[src/rtl/score_keeper.sv]
// PS/2 scan-code driven BCD score keeper: parses make/break/extended codes,
// keeps a saturating BCD score plus a running high score.
module score_keeper #(
    parameter int          DIGITS   = 4,
    parameter logic [7:0]  INC_CODE = 8'h1D,
    parameter logic [7:0]  DEC_CODE = 8'h1B,
    parameter int          STEP     = 1
) (
    input  logic                  CLOCK_50,
    input  logic                  reset,
    input  logic [7:0]            key_data,
    input  logic                  key_valid,
    input  logic                  enable,
    input  logic                  clear_score,
    output logic [4*DIGITS-1:0]   score_bcd,
    output logic [4*DIGITS-1:0]   high_bcd,
    output logic [7:0]            last_make,
    output logic                  score_pulse,
    output logic                  new_high,
    output logic                  sat
);

    localparam int W = 4 * DIGITS;
    localparam logic [W-1:0] ALL_NINES = {DIGITS{4'h9}};
    localparam logic [7:0] BREAK_CODE = 8'hF0;
    localparam logic [7:0] EXT_CODE   = 8'hE0;

    typedef enum logic [1:0] {
        IDLE      = 2'd0,
        BREAK     = 2'd1,
        EXT       = 2'd2,
        EXT_BREAK = 2'd3
    } state_t;

    state_t         state;
    state_t         state_next;
    logic           make_plain;
    logic           make_ext;
    logic           do_inc;
    logic           do_dec;
    logic [W-1:0]   score_next;

    function automatic logic [W-1:0] bcd_add(input logic [W-1:0] v);
        logic [W-1:0] r;
        int           d;
        int           c;
        r = '0;
        c = STEP;
        for (int i = 0; i < DIGITS; i++) begin
            d = int'(v[4*i +: 4]) + c;
            if (d > 9) begin
                d = d - 10;
                c = 1;
            end else begin
                c = 0;
            end
            r[4*i +: 4] = 4'(d);
        end
        // Carry out of the top digit means the true result exceeds all nines.
        if (c != 0) r = ALL_NINES;
        return r;
    endfunction

    function automatic logic [W-1:0] bcd_sub(input logic [W-1:0] v);
        logic [W-1:0] r;
        int           d;
        int           b;
        r = '0;
        b = STEP;
        for (int i = 0; i < DIGITS; i++) begin
            d = int'(v[4*i +: 4]) - b;
            if (d < 0) begin
                d = d + 10;
                b = 1;
            end else begin
                b = 0;
            end
            r[4*i +: 4] = 4'(d);
        end
        if (b != 0) r = '0;
        return r;
    endfunction

    // Parser next-state; make_* flag the byte as a make code for this cycle.
    always_comb begin
        state_next = state;
        make_plain = 1'b0;
        make_ext   = 1'b0;
        if (key_valid) begin
            case (state)
                IDLE: begin
                    if (key_data == BREAK_CODE)     state_next = BREAK;
                    else if (key_data == EXT_CODE)  state_next = EXT;
                    else                            make_plain = 1'b1;
                end
                BREAK:     state_next = IDLE;
                EXT: begin
                    if (key_data == BREAK_CODE) begin
                        state_next = EXT_BREAK;
                    end else begin
                        make_ext   = 1'b1;
                        state_next = IDLE;
                    end
                end
                EXT_BREAK: state_next = IDLE;
                default:   state_next = IDLE;
            endcase
        end
    end

    always_comb begin
        do_inc     = make_plain && enable && (key_data == INC_CODE);
        do_dec     = make_plain && enable && (key_data == DEC_CODE) && !do_inc;
        score_next = score_bcd;
        if (clear_score)  score_next = '0;
        else if (do_inc)  score_next = bcd_add(score_bcd);
        else if (do_dec)  score_next = bcd_sub(score_bcd);
    end

    always_ff @(posedge CLOCK_50) begin
        if (reset) begin
            state       <= IDLE;
            score_bcd   <= '0;
            high_bcd    <= '0;
            last_make   <= '0;
            score_pulse <= 1'b0;
            new_high    <= 1'b0;
        end else begin
            state       <= state_next;
            score_bcd   <= score_next;
            score_pulse <= (score_next != score_bcd);
            if (make_plain || make_ext) last_make <= key_data;
            // Packed BCD orders the same as binary, so a plain compare works.
            if (score_bcd > high_bcd) high_bcd <= score_bcd;
            if (clear_score)                new_high <= 1'b0;
            else if (score_bcd > high_bcd)  new_high <= 1'b1;
        end
    end

    assign sat = (score_bcd == ALL_NINES);

endmodule

[config.mk]
export PLATFORM = sky130hd
export DESIGN_NAME = score_keeper
export DESIGN_NICKNAME = d
export VERILOG_FILES = /design/src/rtl/score_keeper.sv
export SDC_FILE = /design/constraint.sdc
export NUM_CORES = 1
export LEC_CHECK = 0
export CORE_AREA = 2 2 112 114
export DETAILED_ROUTE_END_ITERATION = 8
export DIE_AREA = 0 0 114 116
export GPL_TIMING_DRIVEN = 0
export HOLD_SLACK_MARGIN = 0.02
export SLEW_MARGIN = 20
export SYNTH_ARGS = -nofsm -noshare
export SYNTH_HDL_FRONTEND = slang
export SYNTH_SLANG_ARGS = --single-unit
[constraint.sdc]
create_clock -name CLOCK_50 -period 9.85 [get_ports CLOCK_50]
set_clock_uncertainty 0.1 [all_clocks]
set_input_delay 0.985 -clock CLOCK_50 [delete_from_list [all_inputs] [get_ports CLOCK_50]]
set_output_delay 0.985 -clock CLOCK_50 [all_outputs]
set_load 0.1 [all_outputs]
==> metrics <==
status complete, no violations; Hold EP new_high$_SDFFE_PP0N_; max_slew headroom 0.3473; clk_lat worst skew 0.30 ns; Synthesis Warnings 0; min cycle time layout 7.840 ns; Crit Path Max Fanout 10; Sequential Power Share 0.417; combinational power share 0.110; share of the synthesized area in the top cell type 0.2060; io pins 56; share of cells above drive strength 1 0.07267; number of cell rows 40; RSZ-0062 raised after global routing false; Slew Limit Fails 0; Die Ht 116 um; Post-Route WL 14,280 um; Synth Cell Area 4275 sq um; WL/cell 18.31 um; Synth area leaders dfxtp_1, ha_1, a21oi_1; fin util 0.4350; CP peak stage delay 0.57 ns; Least-Margin Pin Slew 0.9761 ns; hold-fix buffers at CTS 0; WS Path Type reg2reg; Netlist cell types 75; Max H-tree Level 2; Remaining Overflow, GRT 0; EDFF count, synth 0; Hold Vio Cnt, Final 0; hold depth 2; post-cts resize count 0; die span in x 114 um; Sw Pwr 0.0001181 W; Worst Setup Start Kind flip-flop; R2R depth 32; clk slew on worst S/H paths 0.07 ns; cell leakage power 1.842 nW; CTS Buf Count 5; ys async rst share 0; Filler cells 1,251; Peak VDD IR 0.05070 mV; GPL Wtd Cong 0.9229; first-pass GRT wire length 22,600 um; P per Cell Area 83.89 nW/um^2; first-pass detailed-route iteration total 5; period utilization 0.7960; number of nets with antenna violations after routing 0; Critical R2R Launch score_bcd[0]$_SDFF_PP0_; starting density of the core 0.3589; Post-DP HPWL 10,860 um; setup violators final 0; Synth Instances 570; Seq cells post-synth 44; achievable frequency 0.1275 GHz; CP max-delay cell o311ai_0; worst hold slack 0.3941 ns; CP Launch Point score_bcd[0]$_SDFF_PP0_; # Post-CTS Setup Buffers 0; drt drc 0; GRT Util Overall 0.2163; vias in the first global route 4,373; # diodes 0; TNS Setup 0 ns; Port Buffers 55; initial antenna violation count 0; Iter 0 DRT Violations 419; Root Buffer clkbuf_16; switch share 0.2718; Hold Crit Start new_high$_SDFFE_PP0N_; Max Root-Sink Buffers 2; Synth Flop Type dfxtp_1; most used cell, CP ha_1; syn_nets 623; Worst Hold Class reg2reg; Data arrival, critical path 7.90 ns; Die ar. 13,220 sq um; clk sinks 44; Core Area 11,910 sq um; commonest non-fill, non-tap cell in the layout a21oi_1; R2R Setup Slk 2.01 ns; largest net degree at the start of global routing 16; most frequent cells in the layout a21oi_1, clkdlybuf4s50_1, o21ai_0; NumNets Final 685; Int Pwr 0.0003165 W; Via-to-Cell Ratio 5.904; Area Overhead vs Synth 21.19%; DR vias 4,605; max cap viols 0; register area share after synthesis 0.2060; clock share of power 0.474; nature of the critical path endpoint flip-flop; CTS tree done; Mean Syn Cell Area 7.501 sq um; top cell type by total area after synthesis dfxtp_1; WP data required 9.91 ns; reg2reg end score_pulse$_SDFF_PP0_
cells by family (layout without fill, tap and decap cells):
logic type	Yosys count	after routing	synth area share
simple gates	190	190	0.2491
compound gates	187	187	0.2771
buf+inv	80	143	0.08721
flops	44	44	0.2060
fa+ha+maj	40	40	0.1171
xor+xnor	15	15	0.03073
mux	14	14	0.03278
sequential cells by signal, summed over array words and instances (netlist names):
register,count
new_high,1
last_make,8
state,2
score_bcd,16
high_bcd,16
score_pulse,1
synthesized netlist by cell type, types with 3 or more instances:
master,n
a21o_1,7
a31o_2,3
buf_6,4
o22ai_1,4
or2_2,5
dfxtp_1,44
buf_2,4
nor3b_1,6
a211o_1,3
nor2b_1,13
o21ai_0,54
nor2_1,42
nor3_1,18
nand2_1,26
xnor2_1,12
o31ai_1,3
and2_1,3
o21a_1,5
nor4b_1,5
nand2b_1,6
ha_1,40
mux2i_1,14
xor2_1,3
nor4_1,6
inv_1,40
nand3_1,33
clkbuf_8,3
clkbuf_1,25
a41oi_1,3
a22oi_1,3
nand4_1,11
o211ai_1,5
a31oi_1,8
a21oi_1,60
area by class of cell:
cell class / count / area (sq um) / area share
buffer: 40 / 222.7 / 0.04298
timing repair buffer: 55 / 550.5 / 0.1063
clock inverter: 3 / 46.29 / 0.008935
multi-input combinational: 446 / 3022 / 0.5832
inverter: 40 / 150.1 / 0.02898
sequential: 44 / 880.8 / 0.1700
tap: 147 / 183.9 / 0.03550
clock buffer: 5 / 125.1 / 0.02415
routing by layer:
metal,GRT usage,part of all wire,routed length (um),vias to the layer above
li1,-,-,-,2225
met1,0.2760,0.44,6223,2162
met2,0.3607,0.46,6567,177
met3,0.04289,0.069,990,41
met4,0.08455,0.035,501,0
met5,0,0,0,-
worst max-delay path by stage:
stage / end / slack, ns / cells past startpoint
floorplan: score_pulse$_SDFF_PP0_ / 2.79 / 31
global placement: score_pulse$_SDFF_PP0_ / 2.25 / 32
detailed placement: score_pulse$_SDFF_PP0_ / 2.18 / 32
CTS: score_pulse$_SDFF_PP0_ / 2.17 / 32
global route: score_pulse$_SDFF_PP0_ / 1.56 / 32
finish: score_pulse$_SDFF_PP0_ / 2.01 / 32
power by group through the flow:
stage	registers (W)	clock network, W	logic, W
3_3_place_gp	0.000185	0	0.0000471
4_1_cts	0.000181	0.000209	0.0000475
3_5_place_dp	0.000185	0	0.0000474
6_report	0.000181	0.000206	0.0000476
2_1_floorplan	0.000201	0	0.0000159
5_1_grt	0.000181	0.000215	0.0000501
metrics by stage:
step / instance area [sq um] / instances / power, W / setup slack (ns)
after global routing: 5181 / 780 / 0.0004468 / 1.559
after floorplan: 4275 / 570 / 0.0002165 / 2.792
after global placement: 5010 / 772 / 0.0002323 / 2.247
after CTS: 5181 / 780 / 0.0004376 / 2.167
final: 5181 / 780 / 0.0004346 / 2.010
after detailed placement: 5010 / 772 / 0.0002325 / 2.180
critical path, delay by kind of cell (launching register included):
| family | cells | cell delay [ns] |
|---|---|---|
| AO/OA/AOI/OAI | 12 | 2.42 |
| buffers and inverters | 6 | 1.57 |
| adder cells (fa/ha/maj) | 8 | 2.05 |
| flip-flops | 1 | 0.39 |
| AND/OR/NAND/NOR | 6 | 1.14 |
No activity file was read; power rests on OpenSTA's default activity.
